<file path="config.mk">
export PLATFORM = sky130hd
export DESIGN_NAME = wr_data_demux
export DESIGN_NICKNAME = d
export VERILOG_FILES = /design/src/rtl/wr_data_demux.sv
export SDC_FILE = /design/constraint.sdc
export NUM_CORES = 1
export LEC_CHECK = 0
export CAP_MARGIN = 40
export CORE_MARGIN = 4
export CORE_UTILIZATION = 40
export DETAILED_ROUTE_END_ITERATION = 10
export PLACE_DENSITY = 0.72
export SYNTH_ARGS = -nofsm -noshare
export SYNTH_HDL_FRONTEND = slang
export SYNTH_SLANG_ARGS = --single-unit
</file>
<file path="constraint.sdc">
create_clock -name clk -period 1.2 [get_ports clk]
set_clock_uncertainty 0.05 [all_clocks]
set_input_delay 0.12 -clock clk [delete_from_list [all_inputs] [get_ports clk]]
set_output_delay 0.12 -clock clk [all_outputs]
set_load 0.02 [all_outputs]
</file>
<file path="src/rtl/wr_data_demux.sv">
// Routes an even/odd result pair onto per-bank register-file write ports, with optional scalar writeback.
// Define WR_DATA_DEMUX_FIFO_EN for a 2-entry FIFO in front of issue (registered in_ready).
module wr_data_demux #(
  parameter int DATA_WIDTH = 8,
  parameter int ID         = 0,
  parameter int N          = 4,
  localparam int SELW      = (N > 1) ? $clog2(N) : 1
) (
  input  logic                             clk,
  input  logic                             rst,
  input  logic                             in_valid,
  output logic                             in_ready,
  input  logic [1:0][DATA_WIDTH-1:0]       in_data,
  input  logic [1:0][SELW-1:0]             in_sel,
  input  logic [1:0]                       in_mask,
  input  logic                             to_scalar,
  input  logic                             bank_stall,
  output logic [2*N-1:0]                   wr_en,
  output logic [2*N-1:0][DATA_WIDTH-1:0]   wr_data,
  output logic                             scalar_valid,
  output logic [DATA_WIDTH-1:0]            scalar_data
);

  localparam int OFFSET = 4 * ID;
  localparam int NB     = 2 * N;
  localparam int BW     = $clog2(NB);

  typedef struct packed {
    logic [DATA_WIDTH-1:0] d0;
    logic [DATA_WIDTH-1:0] d1;
    logic [BW-1:0]         i0;
    logic [BW-1:0]         i1;
    logic [1:0]            m;
    logic                  s;
  } ent_t;

  // Full-integer wrap so negative offsets fold back into the bank range.
  function automatic logic [BW-1:0] bank_idx(input int sel, input logic odd);
    int t;
    t = (2 * sel - OFFSET + NB) % NB;
    if (t < 0) t = t + NB;
    if (odd) t = (t + 1) % NB;
    return t[BW-1:0];
  endfunction

  ent_t in_ent;
  ent_t iss_ent;
  logic iss_go;

  always_comb begin
    in_ent    = '0;
    in_ent.d0 = in_data[0];
    in_ent.d1 = in_data[1];
    in_ent.i0 = bank_idx(int'(in_sel[0]), 1'b0);
    in_ent.i1 = bank_idx(int'(in_sel[1]), 1'b1);
    in_ent.m  = in_mask;
    in_ent.s  = to_scalar;
  end

`ifdef WR_DATA_DEMUX_FIFO_EN
  ent_t       ent_q [2];
  ent_t       ent_d [2];
  logic       head_q, head_d;
  logic [1:0] occ_q, occ_d;
  logic       in_ready_q, in_ready_d;
  logic       acc;

  always_comb begin
    acc     = in_valid & in_ready_q;
    iss_go  = (occ_q != 2'd0) & ~bank_stall;
    iss_ent = ent_q[head_q];
    ent_d   = ent_q;
    if (acc) ent_d[head_q ^ occ_q[0]] = in_ent;
    head_d     = head_q ^ iss_go;
    occ_d      = occ_q + {1'b0, acc} - {1'b0, iss_go};
    in_ready_d = (occ_d != 2'd2);
  end

  always_ff @(posedge clk) begin
    if (rst) begin
      head_q     <= 1'b0;
      occ_q      <= 2'd0;
      in_ready_q <= 1'b1;
    end else begin
      head_q     <= head_d;
      occ_q      <= occ_d;
      in_ready_q <= in_ready_d;
    end
  end

  always_ff @(posedge clk) begin
    ent_q <= ent_d;
  end

  assign in_ready = in_ready_q;
`else
  always_comb begin
    iss_go  = in_valid & ~bank_stall;
    iss_ent = in_ent;
  end

  assign in_ready = ~bank_stall;
`endif

  logic [NB-1:0]                 wr_en_q, wr_en_d;
  logic [NB-1:0][DATA_WIDTH-1:0] wr_data_q, wr_data_d;
  logic                          scalar_valid_q, scalar_valid_d;
  logic [DATA_WIDTH-1:0]         scalar_data_q, scalar_data_d;

  always_comb begin
    wr_en_d        = '0;
    wr_data_d      = wr_data_q;
    scalar_valid_d = 1'b0;
    scalar_data_d  = scalar_data_q;
    if (iss_go) begin
      if (iss_ent.m[0] & ~iss_ent.s) begin
        wr_en_d[iss_ent.i0]   = 1'b1;
        wr_data_d[iss_ent.i0] = iss_ent.d0;
      end
      if (iss_ent.m[1]) begin
        wr_en_d[iss_ent.i1]   = 1'b1;
        wr_data_d[iss_ent.i1] = iss_ent.d1;
      end
      if (iss_ent.m[0] & iss_ent.s) begin
        scalar_valid_d = 1'b1;
        scalar_data_d  = iss_ent.d0;
      end
    end
  end

  always_ff @(posedge clk) begin
    if (rst) begin
      wr_en_q        <= '0;
      wr_data_q      <= '0;
      scalar_valid_q <= 1'b0;
      scalar_data_q  <= '0;
    end else begin
      wr_en_q        <= wr_en_d;
      wr_data_q      <= wr_data_d;
      scalar_valid_q <= scalar_valid_d;
      scalar_data_q  <= scalar_data_d;
    end
  end

  assign wr_en        = wr_en_q;
  assign wr_data      = wr_data_q;
  assign scalar_valid = scalar_valid_q;
  assign scalar_data  = scalar_data_q;

endmodule
</file>
==> impl_metrics.toml <==
[cts]
clk_latency_ns = 0.34
cts.reportedPaths.clkPinSlew_ns = 0.08
cts_inserted_buffers = 9
root_buffer = "clkbuf_8"
tritoncts = "built"
clock_sinks = 81
cts_max_path_buffers = 2
cts_hold_buf = 0
htreeDepth = 3

[timing]
setup_viol = 0
rsz0062_at_grt = "no"
tightest_slew_ns = 0.312
fmax_mhz = 851
fin_crit_sh_pct = 98.0
fin_ws_ns = 0.0244
period_needed_ns = 1.18
slew_violations = 0
final-hold-violation-count = 0
tns_ns = 0
slew_headroom_pct = 79.2
hold_ws_ns = 0.126

[drt]
drt-initial-drc-count = 59
dr.pass1.iters = 4
drtAntennaViolNets = 0
vias_per_cell = 4.60
wirelength_microns = 7930
route.detailed.drc = 0
dr_total_vias = 2414
wl_per_cell_microns = 15.1

[setup_path]
start_kind = "input pin"
end_kind = "register"
crit_buf_inv = 2
slowest_stage = "or3b_4"
worstPathArrival_ns = 1.36
crit_family = "simple AND/OR/NAND/NOR gates"
max_stage_delay_ns = 0.44
crit_path_cell_trace = "dlygate4sd2_1 -> nand3b_1 -> or3b_4 -> buf_2 -> mux2i_1"
worstSetupPathType = "in -> reg"
worst_ep_required_time_ns = 1.38
worstPathMaxFanout = 4

[synthesis]
yosysUniqueCellTypes = 24
syn-instance-count = 292
seq_area_frac_synth_pct = 52.2
synth_top_cell_by_area = "dfxtp_1"
synth_nets = 319
synth-seq-cells = 81
syn_area_per_cell_sq_um = 10.6
syn_area_sq_mm = 0.00311
synth_area_leaders = "dfxtp_1, mux2i_1, nand2b_1"
yosysWarnings = 0
synthDominantCellAreaShare_pct = 52.2

[final_layout]
multi_input_area_sq_mm = 0.00142
finalNonFillerCells = 525
n_fill_cell = 693
drive_gt1_share_pct = 26.1
fin_nets = 448
ff_latch_area_sq_mm = 0.00162
fin_util_pct = 59.5
antenna_cells = 0
syn_to_final_growth_pct = 41.8
design_area_sq_mm = 0.00441
final_cell_mix = "nand2b_1, dfxtp_1, mux2i_1, clkbuf_2, buf_4"

[power]
power.density_mw_per_mm2 = 1160
vdd_drop_max_uv = 470
p_total_mw = 5.11
p_leak_nw = 2.09

[floorplanning]
start_util_pct = 42.0
die_x_microns = 96.1
num_rows = 31
core_area_sq_mm = 0.00741
die_y_microns = 96.1
pin_count = 109
die_area_sq_mm = 0.00924

[placement]
place_area_sq_mm = 0.00445
place.gp.congestion = 0.796
detailed_place_hpwl_microns = 5790
io_buffer_count = 108
dp_slack_ns = -0.508
place_inst = 506

[grt]
grt_pass1_vias = 2424
busiest_layer = "met2"
grt_pass1_wl_microns = 12400
gr-total-overflow = 0
grt_use_met1_pct = 23.0
antenna_found_initial = 0
grt.met2_usage_pct = 28.3
grt_max_degree = 38
use_met3_pct = 4.22
grt_usage_pct = 17.7

[hold_path]
hold_class = "in -> reg"

[run_status]
status = "finished, final reports clean"

[flow_run]
drv_cap = 0
==> where the power goes <==
group | switching, mW | internal, mW | total (mW)
Combinational | 0.204 | 0.220 | 0.424
Clock | 0.940 | 1.01 | 1.95
Sequential | 0.0151 | 2.72 | 2.73
Total | 1.16 | 3.95 | 5.11
==> registers in the layout, summed over array words and instances, names as in the netlist <==
signal / flops
wr_en: 8
scalar_valid: 1
wr_data: 64
scalar_data: 8
==> final timing paths <==
check,startpoint,cells past startpoint,slack (ns),endpoint
worst min-delay path,rst,3,0.13,wr_data[31]
worst max register to register,wr_data[28],2,0.52,wr_data[28]
worst min register to register,scalar_data[4],2,0.41,scalar_data[4]
worst max-delay path,bank_stall,5,0.02,wr_data[24]
==> Yosys cell counts <==
| cell | instances |
|---|---|
| nand4_1 | 1 |
| a21oi_1 | 8 |
| nor3_1 | 1 |
| nor3b_1 | 1 |
| buf_2 | 7 |
| nand2b_1 | 81 |
| clkbuf_1 | 9 |
| mux2i_1 | 64 |
| inv_1 | 1 |
| and4bb_2 | 1 |
| nand4bb_1 | 1 |
| and4b_1 | 1 |
| or3_1 | 2 |
| dfxtp_1 | 81 |
| buf_6 | 1 |
| nor2_1 | 7 |
| nor2_2 | 1 |
| nand3_1 | 1 |
| buf_4 | 1 |
| nand4b_1 | 1 |
| or3b_1 | 1 |
| nor2b_1 | 2 |
| nand2_1 | 16 |
| nand3b_1 | 2 |
==> worst reg2reg max path: stages, from the launching register on <==
cell      delay (ns)
dfxtp_1         0.36
nand2b_1        0.07
mux2i_1         0.13
==> timing repair <==
item,CTS,global route
resized for setup,153,79
setup buffers,1,0
cloned,2,0
pin swaps,3,0
setup endpoints to repair,137,69
==> layer usage <==
metal,wire (microns),vias up
met5,0,-
met4,127,0
met3,536,11
met2,3680,69
met1,3580,1112
li1,-,1222
==> logic make-up (layout without fill, tap and decap cells) <==
logic type | count (synthesis) | count (layout) | synth area share (%)
buffers and inverters | 19 | 153 | 2.94
multiplexers | 64 | 64 | 20.6
AO/OA/AOI/OAI | 8 | 8 | 1.29
flip-flops | 81 | 81 | 52.2
AND/OR/NAND/NOR | 120 | 120 | 23.0
==> area by class of cell <==
class	instances	area share, %
inverters	1	0.0852
clock inverters	5	1.25
repair buffers	136	23.6
flip-flops and latches	81	36.8
multi-input cells	192	32.3
clock buffers	11	3.21
well taps	99	2.81
Note: power is estimated with default switching activity, not from simulation.
